$ cat src/rtl/branch_unit.sv
// branch_unit: execute-stage branch resolution and BHT direction prediction.
// Resolves RV32I conditional branches from the ALU compare code, redirects
// fetch on jumps and mispredictions, and trains a table of 2-bit saturating
// counters that supplies the fetch stage with a taken/not-taken guess.
// Optional feature macro: BRANCH_UNIT_STATS_EN (branch/mispredict counters).
module branch_unit #(
    parameter int unsigned BHT_ENTRIES = 64
) (
    input  logic        clk,
    input  logic        rst_n,
    input  logic [31:0] pc_f,
    output logic        pred_taken_f,
    input  logic        ex_valid,
    input  logic        ex_branch,
    input  logic        ex_jump,
    input  logic [2:0]  ex_funct3,
    input  logic [2:0]  ex_cmp_flag,
    input  logic [31:0] ex_pc,
    input  logic [31:0] ex_target,
    input  logic        ex_pred_taken,
    input  logic        stall,
    output logic        redirect,
    output logic [31:0] redirect_pc,
    output logic [31:0] branch_count,
    output logic [31:0] mispredict_count
);

    localparam int unsigned IDX_W = $clog2(BHT_ENTRIES);

    logic [1:0]       bht_q [BHT_ENTRIES];
    logic             redirect_q, redirect_d;
    logic [31:0]      redirect_pc_q, redirect_pc_d;

    logic             resolve;
    logic             is_jump;
    logic             is_branch;
    logic             taken;
    logic             mispredict;
    logic [2:0]       expected_code;
    logic             code_valid;
    logic [IDX_W-1:0] lookup_idx;
    logic [IDX_W-1:0] update_idx;
    logic [1:0]       ctr_cur;
    logic [1:0]       ctr_d;
    logic [31:0]      pc_plus4;

    // PC bits outside the table index are intentionally unused.
    logic             unused_pc_bits;
    assign unused_pc_bits = ^{pc_f[31:IDX_W+2], pc_f[1:0]};

    assign lookup_idx   = pc_f[IDX_W+1:2];
    assign update_idx   = ex_pc[IDX_W+1:2];
    assign pred_taken_f = bht_q[lookup_idx][1];
    assign ctr_cur      = bht_q[update_idx];
    assign pc_plus4     = ex_pc + 32'd4;

    // Wrong-path work in the cycle after a redirect is dropped.
    assign resolve   = ex_valid & ~stall & ~redirect_q;
    assign is_jump   = resolve & ex_jump;
    assign is_branch = resolve & ex_branch & ~ex_jump;

    // Map branch funct3 onto the ALU compare code it expects.
    always_comb begin
        expected_code = 3'b000;
        code_valid    = 1'b1;
        case (ex_funct3)
            3'b000:  expected_code = 3'b000;
            3'b001:  expected_code = 3'b001;
            3'b100:  expected_code = 3'b010;
            3'b101:  expected_code = 3'b011;
            3'b110:  expected_code = 3'b100;
            3'b111:  expected_code = 3'b101;
            default: code_valid    = 1'b0;
        endcase
    end

    // Undefined funct3 never matches; flag codes 110/111 never equal a valid
    // expected code, so both fall out as not-taken.
    assign taken      = code_valid & (ex_cmp_flag == expected_code);
    assign mispredict = is_branch & (taken != ex_pred_taken);

    // Saturating counter next value for the entry being trained.
    always_comb begin
        ctr_d = ctr_cur;
        if (taken) begin
            if (ctr_cur != 2'b11) ctr_d = ctr_cur + 2'd1;
        end else begin
            if (ctr_cur != 2'b00) ctr_d = ctr_cur - 2'd1;
        end
    end

    // Redirect request and restart address for the next cycle.
    always_comb begin
        redirect_d    = 1'b0;
        redirect_pc_d = redirect_pc_q;
        if (is_jump) begin
            redirect_d    = 1'b1;
            redirect_pc_d = ex_target;
        end else if (mispredict) begin
            redirect_d    = 1'b1;
            redirect_pc_d = taken ? ex_target : pc_plus4;
        end
    end

    // Redirect pulse and held restart address.
    always_ff @(posedge clk) begin
        if (!rst_n) begin
            redirect_q    <= 1'b0;
            redirect_pc_q <= '0;
        end else begin
            redirect_q    <= redirect_d;
            redirect_pc_q <= redirect_pc_d;
        end
    end

    // BHT: reset to weakly not-taken, train on each resolved branch.
    always_ff @(posedge clk) begin
        if (!rst_n) begin
            for (int unsigned i = 0; i < BHT_ENTRIES; i++) begin
                bht_q[i] <= 2'b01;
            end
        end else if (is_branch) begin
            bht_q[update_idx] <= ctr_d;
        end
    end

    assign redirect    = redirect_q;
    assign redirect_pc = redirect_pc_q;

`ifdef BRANCH_UNIT_STATS_EN
    logic [31:0] branch_count_q, branch_count_d;
    logic [31:0] mispredict_count_q, mispredict_count_d;

    // Statistics next-state: count resolved branches and their mispredicts.
    always_comb begin
        branch_count_d     = branch_count_q;
        mispredict_count_d = mispredict_count_q;
        if (is_branch)  branch_count_d     = branch_count_q + 32'd1;
        if (mispredict) mispredict_count_d = mispredict_count_q + 32'd1;
    end

    // Statistics registers.
    always_ff @(posedge clk) begin
        if (!rst_n) begin
            branch_count_q     <= '0;
            mispredict_count_q <= '0;
        end else begin
            branch_count_q     <= branch_count_d;
            mispredict_count_q <= mispredict_count_d;
        end
    end

    assign branch_count     = branch_count_q;
    assign mispredict_count = mispredict_count_q;
`else
    assign branch_count     = '0;
    assign mispredict_count = '0;
`endif

endmodule

$ cat config.mk
export PLATFORM = sky130hd
export DESIGN_NAME = branch_unit
export DESIGN_NICKNAME = d
export VERILOG_FILES = /design/src/rtl/branch_unit.sv
export SDC_FILE = /design/constraint.sdc
export NUM_CORES = 1
export LEC_CHECK = 0
export ABC_CLOCK_PERIOD_IN_PS = 5700
export CORE_ASPECT_RATIO = 1.25
export CORE_UTILIZATION = 35
export CTS_CLUSTER_SIZE = 25
export DETAILED_ROUTE_END_ITERATION = 10
export PLACE_DENSITY = 0.61
export REMOVE_ABC_BUFFERS = 1
export SYNTH_ARGS = -nofsm -noshare
export SYNTH_HDL_FRONTEND = slang
export SYNTH_SLANG_ARGS = --single-unit
$ cat constraint.sdc
create_clock -name clk -period 5.7 [get_ports clk]
set_input_delay 0.57 -clock clk [delete_from_list [all_inputs] [get_ports clk]]
set_output_delay 0.57 -clock clk [all_outputs]
set_load 0.03 [all_outputs]
Yosys cells after proc, flatten, opt, wreduce, memory -nomap -nowiden
Memory sizes are Yosys's and may differ from the RTL's.
Cells that the tools add are included.
- register bits after elaboration: 33
- bits in writable memories: 128
- bits of input ports: 109
- output and inout bits: 98
- logic and storage cells: 46
- memories kept: 1
- $add $sub $neg: 3
- equal/unequal tests: 8
- muxes and demuxes: 17
- bitwise gates (word level): 10
- reduce and logical (&&, ||, !) cells: 5
- memories (name ; words ; width ; rd ports ; clocked after memory_dff ; wr ports ; RTL line ; RTL):
    bht_q ; 64 ; 2 ; 2 ; 0 ; 64 ; 30 ; logic [1:0] bht_q [BHT_ENTRIES];
- operators with widths (cell ; number):
    $mux 32 ; 3
    $add 32x3->32 const B ; 1
    $pmux 3 s5 ; 1
    $eq 3x3->1 const B ; 4
    $mux 1 ; 8
    $mux 2 ; 4
    $and 1x1->1 ; 7
    $mux 6 ; 1
    $reduce_or 6->1 ; 1
    $reduce_bool 2->1 ; 2
    $eq 3x1->1 const B ; 1
    $eq 3x3->1 ; 1
    $logic_not 3->1 ; 1
    $not 1->1 ; 3
    $add 2x1->2 const B ; 1
    $ne 2x2->1 const B ; 1
    $reduce_or 2->1 ; 1
    $sub 2x1->2 const B ; 1
    $ne 1x1->1 ; 1

Logic depth before layout (Yosys ltp)
Gate-level depths: netlist (run 1).
- depth after elaboration: 10
- gate-level depth with buffers: 12
- depth with buffers taken out: 8

Least setup slack after synthesis (run 1)
No wires, ideal clock.
- kind: input port to output port
- start point: input pc_f[2]
- end point: output pred_taken_f
- arrival: 2.650 ns
- data required time: 5.130 ns
- slack: 2.480 ns
- cell stages on the path: 5
- path buffers: 2
- cell sequence: buf_2 buf_2 mux4_2 mux4_2 mux4_2
- word-level cells in the longest chain between the ends: 1
- ends and longest elaborated chain (item ; RTL line ; RTL):
    start, declared ; 11 ; input logic [31:0] pc_f,
    $mem_v2 64x2 ; - ;
    end, declared ; 12 ; output logic pred_taken_f,
No other way between the ends.

Worst setup path after layout (run 1)
Ends and elaborated chain as after synthesis.

==> results.txt, run 1 <==
aggregate global routing overflow: 0
PostCTS Resize Cnt: 0
Vias/cell: 5.54
Critical Path Sink Type: primary output
Post-DP Area: 10900 µm²
WS Path Type: in2out
failing checks: DRC
antenna violations before repair: 0
CTS tree: yes
initial core utilization: 35.6%
routed len/inst: 20.2 µm
status: finished with violations
clk slew on worst S/H paths: 60 ps
Max Clock Skew: 8.86 ps
most used flip-flop cell after synthesis: edfxtp_1
Hold Crit Class: reg2reg
#FFs+latches synth: 161
Power per Cell Area: 268 nW/µm²
setup total negative slack: 0 ps
residual DRC count: 14
max-slew violation count: 0
vias in the first global route: 7494
die width: 152 µm
Tot GR Track Use: 19.5%
first-pass GRT wire length: 43000 µm
FF+latch area: 4500 µm²
IO Count: 207
routed wire length: 27700 µm
initial DRC count: 620
Final Hold Viols: 0
CTS buffer count: 17
H-tree depth: 4
share of synthesized registers carrying an async set or reset: 0%
postcts setup bufs: 0
Mapped Cells: 939
sequential share of the synthesized area: 45.7%
clock latency on the worst-skew pair: 430 ps
P&R area growth vs syn: 17.3%
RSZ-0062 raised after global routing: no
core area: 27700 µm²
Final ANT Viol Nets: 0
Syn. warnings: 0
maximum vdd drop: 0.214 mV
Worst Setup Start Kind: primary input
DP HPWL: 18900 µm
highest clock rate: 239 MHz
Worst-Margin Slew: 862 ps
clock sink total: 161
Leakage: 3.76 nW
Crit path required time: 5130 ps
GP Congestion: 0.847
Die H: 190 µm
Period minus WS final: 4190 ps
commonest non-fill, non-tap cells in the layout: 128 x edfxtp_1, 126 x nand2_1, 112 x clkdlybuf4s50_1
library cells used by synthesis: 59
Final Cell Area: 11600 µm²
Post-layout nets: 1119
Clock Path Buffers: 2
Pre-Repair DR Iteration Count: 8
multi-input logic area: 4590 µm²
full die area: 28800 µm²
layout cells sized above 1: 14.2%
Final Setup Violations: 0
CTS root buf: clkbuf_16
Syn Area/Cell: 10.5 µm²
diodes inserted: 0
max_slew headroom: 42.5%
Max Cap Viol: 0
Post-synth EDFFs: 128
hold-fix buffer count after cts: 0
largest net degree at the start of global routing: 62
Worst Path Arrival: 3620 ps
number of port buffers: 116
most common cell after layout, fill and taps aside: edfxtp_1
post-route clock period utilization: 73.5%
worst-path maximum fanout: 16
DR vias: 7596
number of fill cells: 2673
Core Rows: 68
mapped cell area: 9850 µm²
==> sequential cells by signal (all words and copies together) (netlist names) <==
signal       count
bht_q          128
redirect         1
redirect_pc     32
==> cells by family (layout without fill, tap and decap cells) <==
group                      after synthesis  after routing  share of synthesized area, %
AOI/OAI and AO/OA                      145            145                          9.66
xor gates and xnor gates                30             30                          2.67
adders and majority gates                3              3                         0.356
buffers and inverters                  161            181                          10.1
DFF                                    161            161                          45.7
muxes                                   68             68                          12.2
other                                    1             64                        0.0381
and+or+nand+nor                        370            370                          19.2
==> report_power, final <==
part / leakage [nW] / internal [mW] / total [mW] / switching [mW]
clock: 0.302 / 0.777 / 1.26 / 0.484
combinational: 2.05 / 0.185 / 0.518 / 0.333
sequential: 1.42 / 1.30 / 1.32 / 0.0173
==> cells in the mapped netlist, drive strengths merged (4+ instances only) <==
| cell type | instances | area (µm²) |
|---|---|---|
| edfxtp | 128 | 3840 |
| nand2 | 126 | 473 |
| buf | 101 | 773 |
| nor2 | 64 | 240 |
| o21ai | 64 | 320 |
| nor3 | 61 | 440 |
| clkbuf | 50 | 188 |
| mux4 | 41 | 923 |
| nand3 | 41 | 205 |
| dfxtp | 33 | 661 |
| nand4 | 28 | 175 |
| a21boi | 19 | 143 |
| mux2i | 19 | 190 |
| xnor2 | 18 | 158 |
| o211ai | 17 | 128 |
| xor2 | 12 | 105 |
| inv | 10 | 37.5 |
| a22oi | 8 | 60.1 |
| and3 | 8 | 50.1 |
| mux2 | 8 | 90.1 |
| nor2b | 8 | 50.1 |
| or3 | 7 | 43.8 |
| a21oi | 6 | 30.0 |
| nand2b | 5 | 31.3 |
| nor3b | 5 | 42.5 |
| o211a | 4 | 40.0 |
| o221ai | 4 | 35.0 |
==> worst max-delay path: stages <==
cell             delay [ps]
clkdlybuf4s50_1         460
buf_4                   370
mux4_2                  600
mux4_2                  520
mux4_2                  480
clkdlybuf4s50_1         610
==> final timing paths <==
path	depth (start not counted)	end	from	slack [ps]
worst max-delay path	6	pred_taken_f	pc_f[2]	1510
worst min register to register	2	redirect_pc[21]	redirect_pc[21]	460
worst max register to register	4	bht_q[42][1]	redirect	2450
worst min-delay path	2	redirect_pc[21]	redirect_pc[21]	460
==> cell type report <==
cell class / count / area share (%)
well taps: 350 / 3.79
clock buffers: 18 / 3.71
inverters: 10 / 0.325
flip-flops and latches: 161 / 39.0
repair buffers: 139 / 11.6
multi-input cells: 680 / 39.8
clock inverters: 14 / 1.84
==> per-stage QoR <==
| stage | hold slack [ps] | cells | worst slack, ps | util (%) | power (mW) |
|---|---|---|---|---|---|
| after global placement | 442 | 1340 | 1370 | 39.5 | 1.85 |
| final | 460 | 1372 | 1510 | 41.8 | 3.10 |
| after floorplan | 582 | 851 | 2060 | - | 1.63 |
| after global routing | 476 | 1372 | 1430 | 41.8 | 3.19 |
| after detailed placement | 448 | 1340 | 1330 | 39.5 | 1.86 |
| after CTS | 462 | 1372 | 1470 | 41.8 | 3.11 |
==> layer usage <==
layer | global-route usage, % | vias to the layer above | routed length (µm)
met3 | 5.13 | 32 | 2620
met4 | 5.97 | 0 | 526
met2 | 33.8 | 385 | 13900
li1 | - | 3460 | -
met1 | 23.8 | 3719 | 10700
met5 | 0 | - | 0
Power figures use the tool's default switching activity.
==> run 2: changes to the inputs <==
--- a/config.mk
+++ b/config.mk
@@ -5,7 +5,7 @@
 export SDC_FILE = /design/constraint.sdc
 export NUM_CORES = 1
 export LEC_CHECK = 0
-export ABC_CLOCK_PERIOD_IN_PS = 5700
+export ABC_CLOCK_PERIOD_IN_PS = 4000
 export CORE_ASPECT_RATIO = 1.25
 export CORE_UTILIZATION = 35
 export CTS_CLUSTER_SIZE = 25
==> constraint.sdc (replaced) <==
create_clock -name clk -period 4 [get_ports clk]
set_input_delay 0.4 -clock clk [delete_from_list [all_inputs] [get_ports clk]]
set_output_delay 0.4 -clock clk [all_outputs]
set_load 0.03 [all_outputs]
==> run 2 against run 1 <==
Effect of this change:
- the run still ends with DRC left
- via count is 0.66% lower
- clock skew barely moved
- global-route usage increased by 0.30 points
- clock-buffer cell count is 1 lower
- combinational power grew 46%
- largest power group unchanged
==> results.txt, run 2 (synthesis gave the netlist of run 1 again) <==
Worst Path Arrival: 3270 ps (-350 ps)
CTS root buf: clkbuf_16
Worst Setup SP: pc_f[2]
max_slew headroom: 50.1% (+7.6 points)
final std cells w/o fill: 1392 (+1.5%)
CTS tree: yes
hold_sp: redirect_pc[24]
GP Congestion: 0.865 (+2.1%)
max reg flops: 128 (unchanged)
core area: 27700 µm² (unchanged)
vias in the first global route: 7626 (+1.8%)
maximum vdd drop: 0.292 mV (+37%)
Largest Register: bht_q
H-tree depth: 4 (unchanged)
P&R area growth vs syn: 18.7%
RSZ-0062 raised after global routing: no
Worst-Margin Slew: 746 ps (-116 ps)
Placement Setup Slack: 334 ps (-1000 ps)
setup total negative slack: 0 ps (unchanged)
Period minus WS final: 3670 ps
Tot GR Track Use: 19.8% (+0.30 points)
clock sink total: 161 (unchanged)
routed len/inst: 19.9 µm (-1.6%)
max-slew violation count: 0 (unchanged)
Critical Path Sink Type: primary output
worst-path maximum fanout: 16 (unchanged)
residual DRC count: 14 (unchanged)
Post-layout nets: 1139 (+1.8%)
die width: 152 µm (unchanged)
routed wire length: 27700 µm (-0.17%)
full die area: 28800 µm² (unchanged)
first-pass GRT wire length: 43500 µm (+1.1%)
clock latency on the worst-skew pair: 430 ps (about the same)
Final Hold Viols: 0 (unchanged)
IO Count: 207 (unchanged)
Leakage: 3.87 nW (+2.7%)
failing checks: DRC
Core Rows: 68 (unchanged)
placed cells: 1360 (+1.5%)
postcts setup bufs: 0 (unchanged)
number of port buffers: 116 (unchanged)
DP HPWL: 19500 µm (+3.4%)
Final Setup Violations: 0 (unchanged)
status: finished with violations
worst r2r src: bht_q[2][1]
post-route clock period utilization: 91.8%
Hold Crit Class: reg2reg
hold-fix buffer count after cts: 0 (unchanged)
Power per Cell Area: 368 nW/µm² (+37%)
commonest non-fill, non-tap cells in the layout: 128 x edfxtp_1, 126 x nand2_1, 112 x clkdlybuf4s50_1
highest clock rate: 272 MHz
Die H: 190 µm (unchanged)
antenna violations before repair: 0 (unchanged)
Crit path required time: 3600 ps (-1530 ps)
Worst Setup Start Kind: primary input
largest net degree at the start of global routing: 67 (+8.1%)
DR vias: 7546 (-0.66%)
PostCTS Resize Cnt: 0 (unchanged)
final worst slack: 328 ps (-1180 ps)
CTS buffer count: 17 (unchanged)
Vias/cell: 5.42 (-2.1%)
number of fill cells: 2688 (+0.56%)
clk slew on worst S/H paths: 70 ps (about the same)
Max Clock Skew: 9.25 ps (+0.394 ps)
aggregate global routing overflow: 0 (unchanged)
Final ANT Viol Nets: 0 (unchanged)
most common cell after layout, fill and taps aside: edfxtp_1
diodes inserted: 0 (unchanged)
WS Path Type: in2out
Clock Path Buffers: 2 (unchanged)
Max Cap Viol: 0 (unchanged)
initial core utilization: 35.6% (unchanged)
Pre-Repair DR Iteration Count: 10 (+2)
layout cells sized above 1: 15.8% (+1.6 points)
initial DRC count: 532 (-14%)
Final Power: 4.31 mW (+39%)
## run 2: cell types whose count changed in the layout (fill, tap and decap cells not counted), sizes merged
cell      change
buf          +20
clkinvlp      -3
clkbuf        -1
inv           +6
clkinv        +1
bufinv        -3
## run 2: report_power, final
part | switching, mW | internal [mW] | total, mW
logic | 0.471 | 0.283 | 0.754
clock network | 0.740 | 0.940 | 1.68
registers | 0.0256 | 1.85 | 1.88
## run 2: final cells by class
class                      count  area, µm²  share of cell area, %
inverter                      10       37.5                  0.321
clock inverter                15        174                   1.49
timing repair buffer         159       1530                   13.0
clock buffer                  17        425                   3.64
multi-input combinational    680       4590                   39.3
sequential                   161       4500                   38.5
tap                          350        438                   3.74
## run 2: final timing paths
kind / to / cells past startpoint / slack (ps)
max: pred_taken_f / 6 / 330
min: redirect_pc[24] / 2 / 460
max reg2reg: bht_q[13][0] / 7 / 1110
min reg2reg: redirect_pc[24] / 2 / 460
## run 2: worst max-delay path, cell delays in order
cell and delay (ps):
clkdlybuf4s50_1 510, buf_12 200, mux4_2 540, mux4_2 520
mux4_2 480, clkdlybuf4s50_1 600
## run 2: metal layers
metal	wire length, µm	global-route usage, %
met5	0	0
met4	572	6.00
met3	2280	5.51
met2	13900	34.8
met1	10900	23.6
## run 2: stage by stage
| step | hold slack, ps | area, µm² | util (%) |
|---|---|---|---|
| after floorplan | 528 | 9130 | - |
| after global placement | 443 | 11100 | 40.1 |
| after detailed placement | 448 | 11100 | 40.1 |
| after CTS | 460 | 11700 | 42.3 |
| after global routing | 481 | 11700 | 42.3 |
| final | 460 | 11700 | 42.3 |
